--- config.mk ---
export PLATFORM = sky130hd
export DESIGN_NAME = accum_alu
export DESIGN_NICKNAME = d
export VERILOG_FILES = /design/src/rtl/alu_pkg.sv /design/src/rtl/alu_mul_seq.sv /design/src/rtl/accum_alu.sv
export SDC_FILE = /design/constraint.sdc
export NUM_CORES = 1
export LEC_CHECK = 0
export ABC_AREA = 1
export BUFFER_PORTS_ARGS = -buffer_cell sky130_fd_sc_hd__buf_2
export CAP_MARGIN = 10
export CORE_MARGIN = 3
export CORE_UTILIZATION = 35
export CTS_CLUSTER_DIAMETER = 150
export DETAILED_ROUTE_END_ITERATION = 6
export PLACE_DENSITY = 0.58
export SLEW_MARGIN = 5
export SYNTH_ARGS = -nofsm -noshare
export SYNTH_HDL_FRONTEND = slang
export SYNTH_SLANG_ARGS = --single-unit
--- constraint.sdc ---
create_clock -name clk -period 7.85 [get_ports clk]
set_input_delay 2.355 -clock clk [delete_from_list [all_inputs] [get_ports clk]]
set_output_delay 2.355 -clock clk [all_outputs]
set_load 0.01 [all_outputs]
--- src/rtl/alu_pkg.sv ---
// alu_pkg: shared op codes, FSM states and flag bit positions
// for the accumulator ALU (accum_alu) and its multiplier.
package alu_pkg;

  typedef enum logic [3:0] {
    OP_ADD  = 4'd0,
    OP_ADDC = 4'd1,
    OP_SUB  = 4'd2,
    OP_SUBB = 4'd3,
    OP_AND  = 4'd4,
    OP_OR   = 4'd5,
    OP_XOR  = 4'd6,
    OP_NOTA = 4'd7,
    OP_INC  = 4'd8,
    OP_DEC  = 4'd9,
    OP_SHL  = 4'd10,
    OP_SHR  = 4'd11,
    OP_MUL  = 4'd12,
    OP_LOAD = 4'd13
  } op_e;

  typedef enum logic [1:0] {
    ST_IDLE = 2'd0,
    ST_MUL  = 2'd1,
    ST_HOLD = 2'd2
  } state_e;

  localparam int FLAG_C = 0;
  localparam int FLAG_Z = 1;
  localparam int FLAG_N = 2;
  localparam int FLAG_V = 3;

endpackage

--- src/rtl/alu_mul_seq.sv ---
// alu_mul_seq: N-cycle shift-add unsigned multiplier (only with ALU_MUL_EN).
// Ports: start loads a/b, run steps once per cycle, done marks the final
// step, product is the 2N-bit value that step produces.
`ifdef ALU_MUL_EN
module alu_mul_seq #(
  parameter int N = 8
) (
  input  logic           clk,
  input  logic           rst,
  input  logic           start,
  input  logic [N-1:0]   a,
  input  logic [N-1:0]   b,
  input  logic           run,
  output logic           done,
  output logic [2*N-1:0] product
);

  localparam int CW = $clog2(N + 1);

  logic [2*N-1:0] mcand_q, mcand_d;
  logic [2*N-1:0] prod_q, prod_d;
  logic [2*N-1:0] prod_step;
  logic [N-1:0]   mplier_q, mplier_d;
  logic [CW-1:0]  cnt_q, cnt_d;

  always_comb begin
    prod_step = prod_q + (mplier_q[0] ? mcand_q : '0);
    mcand_d   = mcand_q;
    mplier_d  = mplier_q;
    prod_d    = prod_q;
    cnt_d     = cnt_q;
    if (start) begin
      mcand_d  = {{N{1'b0}}, a};
      mplier_d = b;
      prod_d   = '0;
      cnt_d    = '0;
    end else if (run) begin
      prod_d   = prod_step;
      mcand_d  = mcand_q << 1;
      mplier_d = mplier_q >> 1;
      cnt_d    = cnt_q + 1'b1;
    end
  end

  // The last step's sum is handed out directly so the top can
  // retire in the same edge as the final iteration.
  assign done    = run && (cnt_q == CW'(N - 1));
  assign product = prod_step;

  always_ff @(posedge clk) begin
    if (rst) begin
      mcand_q  <= '0;
      mplier_q <= '0;
      prod_q   <= '0;
      cnt_q    <= '0;
    end else begin
      mcand_q  <= mcand_d;
      mplier_q <= mplier_d;
      prod_q   <= prod_d;
      cnt_q    <= cnt_d;
    end
  end

endmodule
`endif

--- src/rtl/accum_alu.sv ---
// accum_alu: handshaked N-bit ALU with accumulator and sticky {V,N,Z,C}.
// Ports: in_valid/in_ready accept a,b,op,use_acc; out_valid/out_ready
// hand off y,flags; busy = multiply running. ALU_MUL_EN enables op 12.
module accum_alu
  import alu_pkg::*;
#(
  parameter int N = 8
) (
  input  logic         clk,
  input  logic         rst,
  input  logic         in_valid,
  output logic         in_ready,
  input  logic [N-1:0] a,
  input  logic [N-1:0] b,
  input  logic [3:0]   op,
  input  logic         use_acc,
  output logic         out_valid,
  input  logic         out_ready,
  output logic [N-1:0] y,
  output logic [3:0]   flags,
  output logic         busy
);

  localparam logic [N:0] ONE = (N + 1)'(1);

  state_e       state_q, state_d;
  logic [N-1:0] acc_q, acc_d;
  logic [3:0]   flags_q, flags_d;

  logic [N-1:0] opa;
  logic [N:0]   sum;
  logic [N-1:0] res;
  logic         cin;
  logic         c;
  logic         v;
  logic         arith;
  logic [3:0]   fl_alu;

`ifdef ALU_MUL_EN
  logic           mul_start;
  logic           mul_done;
  logic [2*N-1:0] mul_prod;

  alu_mul_seq #(.N(N)) u_mul (
    .clk     (clk),
    .rst     (rst),
    .start   (mul_start),
    .a       (opa),
    .b       (b),
    .run     (state_q == ST_MUL),
    .done    (mul_done),
    .product (mul_prod)
  );
`endif

  always_comb begin
    opa   = use_acc ? acc_q : a;
    cin   = flags_q[FLAG_C];
    sum   = '0;
    res   = '0;
    c     = 1'b0;
    v     = 1'b0;
    arith = 1'b0;
    case (op_e'(op))
      OP_ADD: begin
        arith = 1'b1;
        sum   = {1'b0, opa} + {1'b0, b};
        v     = (opa[N-1] == b[N-1]) && (sum[N-1] != opa[N-1]);
      end
      OP_ADDC: begin
        arith = 1'b1;
        sum   = {1'b0, opa} + {1'b0, b} + {{N{1'b0}}, cin};
        v     = (opa[N-1] == b[N-1]) && (sum[N-1] != opa[N-1]);
      end
      OP_SUB: begin
        arith = 1'b1;
        sum   = {1'b0, opa} - {1'b0, b};
        v     = (opa[N-1] != b[N-1]) && (sum[N-1] != opa[N-1]);
      end
      OP_SUBB: begin
        arith = 1'b1;
        sum   = {1'b0, opa} - {1'b0, b} - {{N{1'b0}}, cin};
        v     = (opa[N-1] != b[N-1]) && (sum[N-1] != opa[N-1]);
      end
      OP_INC: begin
        arith = 1'b1;
        sum   = {1'b0, opa} + ONE;
        v     = !opa[N-1] && sum[N-1];
      end
      OP_DEC: begin
        arith = 1'b1;
        sum   = {1'b0, opa} - ONE;
        v     = opa[N-1] && !sum[N-1];
      end
      OP_AND:  res = opa & b;
      OP_OR:   res = opa | b;
      OP_XOR:  res = opa ^ b;
      OP_NOTA: res = ~opa;
      OP_SHL: begin
        res = {opa[N-2:0], 1'b0};
        c   = opa[N-1];
      end
      OP_SHR: begin
        res = {1'b0, opa[N-1:1]};
        c   = opa[0];
      end
      OP_LOAD: res = b;
      default: res = '0;
    endcase
    if (arith) begin
      res = sum[N-1:0];
      c   = sum[N];
    end
    fl_alu = {v, res[N-1], res == '0, c};
  end

  always_comb begin
    state_d = state_q;
    acc_d   = acc_q;
    flags_d = flags_q;
`ifdef ALU_MUL_EN
    mul_start = 1'b0;
`endif
    case (state_q)
      ST_IDLE: begin
        if (in_valid) begin
`ifdef ALU_MUL_EN
          if (op_e'(op) == OP_MUL) begin
            state_d   = ST_MUL;
            mul_start = 1'b1;
          end else
`endif
          begin
            state_d = ST_HOLD;
            acc_d   = res;
            flags_d = fl_alu;
          end
        end
      end
      ST_MUL: begin
`ifdef ALU_MUL_EN
        if (mul_done) begin
          state_d = ST_HOLD;
          acc_d   = mul_prod[N-1:0];
          flags_d = {1'b0, mul_prod[N-1],
                     mul_prod[N-1:0] == '0,
                     |mul_prod[2*N-1:N]};
        end
`else
        state_d = ST_IDLE;
`endif
      end
      ST_HOLD: begin
        if (out_ready) state_d = ST_IDLE;
      end
      default: state_d = ST_IDLE;
    endcase
  end

  always_ff @(posedge clk) begin
    if (rst) begin
      state_q <= ST_IDLE;
      acc_q   <= '0;
      flags_q <= '0;
    end else begin
      state_q <= state_d;
      acc_q   <= acc_d;
      flags_q <= flags_d;
    end
  end

  assign in_ready  = (state_q == ST_IDLE) && !rst;
  assign out_valid = (state_q == ST_HOLD);
  assign y         = acc_q;
  assign flags     = flags_q;
`ifdef ALU_MUL_EN
  assign busy = (state_q == ST_MUL);
`else
  assign busy = 1'b0;
`endif

endmodule

# Word level (Yosys, flattened, before mapping)
# Cells that the tools add are included.
[word_totals]
register_bits = 14
word_cells = 61
out_inout_bits = 15
input_bits = 25
[classes]
n_addsub = 6
reduce_logical = 16
bitwise = 4
n_eq_ne = 21
n_mux = 11
[ops]
columns = ["cell", "count"]
rows = [
  ["8-bit one-hot mux with 7 select lines", 1],
  ["9-bit one-hot mux with 6 select lines", 1],
  ["4-bit == test, second input constant", 5],
  ["4-bit by 3-bit == test with 1-bit output, second input constant", 4],
  ["8-bit 2-to-1 mux", 2],
  ["8-bit by 1-bit adder with 9-bit output, second input constant", 1],
  ["8-bit by 8-bit adder with 9-bit output", 1],
  ["9-bit by 1-bit adder with 9-bit output", 1],
  ["8-bit by 1-bit subtractor with 9-bit output, second input constant", 1],
  ["8-bit by 8-bit subtractor with 9-bit output", 1],
  ["9-bit by 1-bit subtractor with 9-bit output", 1],
  ["8-bit bitwise AND", 1],
  ["4-bit by 2-bit == test with 1-bit output, second input constant", 2],
  ["8-bit zero test", 1],
  ["8-bit inverter", 1],
  ["8-bit bitwise OR", 1],
  ["8-bit bitwise XOR", 1],
  ["1-bit logical AND", 7],
  ["1-bit one-hot mux with 6 select lines", 1],
  ["6-bit OR reduction", 1],
  ["1-bit != test", 5],
  ["4-bit by 1-bit == test with 1-bit output, second input constant", 1],
  ["4-bit zero test", 1],
  ["2-bit 2-to-1 mux", 2],
  ["other kinds (10)", 14],
]

# Longest topological paths before layout
[logic_depth]
ltp_word = 6
mapped_depth = 22
depth_no_buf = 22

# Least setup slack after synthesis
# Ideal clock, no wire load.
[synth_path]
kind = "input to output"
start = "input rst"
end = "output in_ready"
cell_stages = 2
required_time_ns = 5.495
n_path_buf = 1
arrival_time_ns = 2.717
slack_ns = 2.778
path_cell_list = "clkbuf_1 -> nor2_1"
[synth_between]
elab_chain_len = 2
[synth_lines]
columns = ["element", "line_no", "rtl"]
rows = [
  ["from (decl)", "accum_alu.sv:10", "input logic rst,"],
  ["1-bit zero test", "accum_alu.sv:172", "assign in_ready = (state_q == ST_IDLE) && !rst;"],
  ["1-bit logical AND", "accum_alu.sv:172", ""],
  ["to (decl)", "accum_alu.sv:12", "output logic in_ready,"],
]
# Every way passes these cells.

# Final worst setup path
[layout_path]
start = "input use_acc"
end = "register flags_q[1], in the netlist flags[1]"
[layout_between]
elab_chain_len = 6
elab_cells_between_ends = 15
classes_between = "6 x add/sub; 4 x mux; 4 x bitwise; 1 x reduce/logical"
[layout_lines]
columns = ["element", "line_no", "rtl"]
rows = [
  ["from (decl)", "accum_alu.sv:16", "input logic use_acc,"],
  ["8-bit 2-to-1 mux (*)", "accum_alu.sv:57", "opa = use_acc ? acc_q : a;"],
  ["8-bit by 8-bit subtractor with 9-bit output / 8-bit by 8-bit adder with 9-bit output (equally long branches)", "--", ""],
  ["9-bit by 1-bit subtractor with 9-bit output / 9-bit by 1-bit adder with 9-bit output (equally long branches)", "accum_alu.sv:82, accum_alu.sv:72", ""],
  ["9-bit one-hot mux with 6 select lines", "accum_alu.sv:64", "case (op_e'(op))"],
  ["8-bit 2-to-1 mux (*)", "accum_alu.sv:110", "if (arith) begin"],
  ["8-bit zero test (*)", "accum_alu.sv:114", "fl_alu = {v, res[N-1], res == '0, c};"],
  ["to (signal assigned)", "accum_alu.sv:168", "flags_q <= flags_d;"],
  ["to (decl)", "accum_alu.sv:28", "logic [3:0] flags_q, flags_d;"],
]
# Every way passes the cells marked *; elsewhere a longest branch is shown, timed or not.
# A chain may end at the register's enable or synchronous reset.

==> results.cfg <==
[logic_synthesis]
syn_avg_cell_area_um2 = 5.76
synth_edf_count = 0
synthCells = 535
synth_top_cell_area_share = 0.162
yosysTopAreaCell = nand2_1
synthArstFlopShare = 0
yosys_warnings = 0
synth_area_leaders = nand2_1 (16%), ha_1 (13%), inv_1 (9.6%)
netlist-cell-type-count = 47
ys_seq_area_frac = 0.0780
synthesis.area_um2 = 3080
synth_ff_type = dfxtp_1
ys_seq_elements = 12
synth_nets = 595

[die]
core_um2 = 8380
start_util = 0.368
die_h_um = 99.8
rows = 33
die_area_um2 = 9970
die_w_um = 99.8
pin_count = 40

[route]
vias_per_cell = 5.42
postRouteWirelength_um = 10900
firstDrtPassIters = 6
wl_per_cell_um = 16.1
postRouteAntennaNets = 0
vias = 3645
drt_iter0_markers = 264
drc_errors = 0

[flow_run]
max-cap-violations = 0

[timing]
finalWorstSetupSlack_ns = 2.61
finalCritPeriodShare = 0.668
worst_slew_pin_slew_ns = 0.830
rsz0062_at_grt = no
relSlewSlack = 0.442
finalHoldViolations = 0
period_minus_slack_ns = 5.24
final.setup.tns_ns = 0
fmax_ghz = 0.191
slew_violations = 0
finalSetupViolations = 0
timing.hold.ws_ns = 0.485
clock_skew_ns = 0.00191

[status]
outcome = finished, final reports clean

[final_layout]
final_nets = 629
layout_commonest_cell = nand2_1
design_area_um2 = 3390
drive_gt1_frac = 0.160
antenna_cells = 0
multi_input_area_um2 = 2390
seqCellArea_um2 = 240
final_util = 0.404
layout_common_cells = nand2_1 (133), inv_1 (79), nand3_1 (54), nor2_1 (48), buf_2 (38)
fillCellCount = 937
syn_to_final_growth_pct = 9.87
fin_cells = 673

[clocking]
ctsHtreeMaxLevel = 1
clk_pin_slew_worst_paths_ns = 0.05
postCtsSetupBuffers = 0
clock-sinks = 12
numCtsBuffers = 3
cts.path.max_buffers = 2
ctsHoldBuffers = 0
clock_latency_ns = 0.24
cts_tree = yes
cts_resized = 0
clock-root-buffer = clkbuf_8

[grt]
grt.total_usage = 0.217
grt_overflow = 0
grt_first_pass_wirelength_um = 17100
antenna_found_initial = 0
grt_pass1_vias = 3395
grt_max_degree = 15

[place]
pre_cts_slack_ns = 2.41
port-buffer-count = 38
dp_hpwl_um = 9200
place_congestion = 0.967
post-place-cells = 669
placed_area_um2 = 3330

[setup_path]
crit_path_end_kind = flip-flop
worst_ep_arrival_time_ns = 5.42
crit_fanout = 14
cp_data_required_time_ns = 8.03
critPathKind = in2reg
startpoint_type = input pin

[pwr]
irDropWorstVdd_v = 0.0000517
power_mw = 0.388
p_per_area_nw_per_um2 = 114
cellLeakagePower_nw = 1.79

[min_path]
hp-class = reg2reg
==> where the power goes <==
part           leakage (nW)  switching, mW  total [mW]  internal, mW
clock                0.0288         0.0234      0.0677        0.0443
sequential           0.0989        0.00392      0.0699        0.0660
combinational          1.67          0.173       0.250        0.0767
total                  1.79          0.200       0.388         0.187
==> logic make-up after synthesis <==
family | after synthesis | synth area share
and+or+nand+nor | 289 | 0.439
buffers and inverters | 108 | 0.147
AOI/OAI and AO/OA | 90 | 0.188
adders and majority gates | 35 | 0.147
DFF | 12 | 0.0780
other | 1 | 0.00122
==> worst max-delay path: stages <==
cell and delay, ns:
buf_2 0.29, inv_2 0.16, or2_1 0.25, o21ai_2 0.26, ha_1 0.45, inv_1 0.18, nand2_1 0.09, nand2_1 0.11
inv_1 0.07, nand3_1 0.08, nand2_1 0.07, nand2_1 0.17, nand4_2 0.14, inv_1 0.11, nand3_1 0.07, nand3_1 0.07
nand3_1 0.07, nor2_1 0.19, nand3_1 0.12, a21oi_2 0.11
==> registers in the layout, indices dropped and copies added (netlist names) <==
signal   flops
flags        4
state_q      1
y            7
==> routing by layer <==
metal  wire length, um  part of all wire  track usage  vias up
li1                  -                 -            -     1833
met1              4760              0.44        0.292     1623
met2              4990              0.46        0.355      154
met3               779             0.072       0.0334       35
met4               342             0.031       0.0704        0
met5                 0                 0            0        -
==> path summary, 6_finish.rpt <==
path / from / endpoint / slack, ns / cells after the start
hold reg to reg: flags[3] / flags[3] / 0.49 / 2
hold / removal: flags[3] / flags[3] / 0.49 / 2
setup reg to reg: y[3] / flags[1] / 4.81 / 18
setup / recovery: use_acc / flags[1] / 2.61 / 20
==> area by class of cell <==
class                   instances  area share
clock buffers                   4      0.0163
well taps                     105      0.0388
flip-flops and latches         12      0.0710
repair buffers                 39      0.0584
multi-input cells             415       0.705
inverters                      98       0.110
==> synthesized netlist by cell type, types with 3 or more instances <==
cell	n
o21ai_2	5
nor2_2	8
ha_1	33
o21ai_1	5
o22ai_1	18
nand2_1	133
a21oi_1	20
nand2_2	6
nor2_1	48
dfxtp_1	12
o21ai_0	18
inv_2	13
or2_1	3
buf_6	4
nand4_1	15
o211ai_1	4
buf_4	3
o221ai_1	3
nand3_1	54
inv_1	79
a211oi_1	5
clkinv_1	4
nor3_1	7
nand2_4	3
No activity file was read; power rests on OpenSTA's default activity.
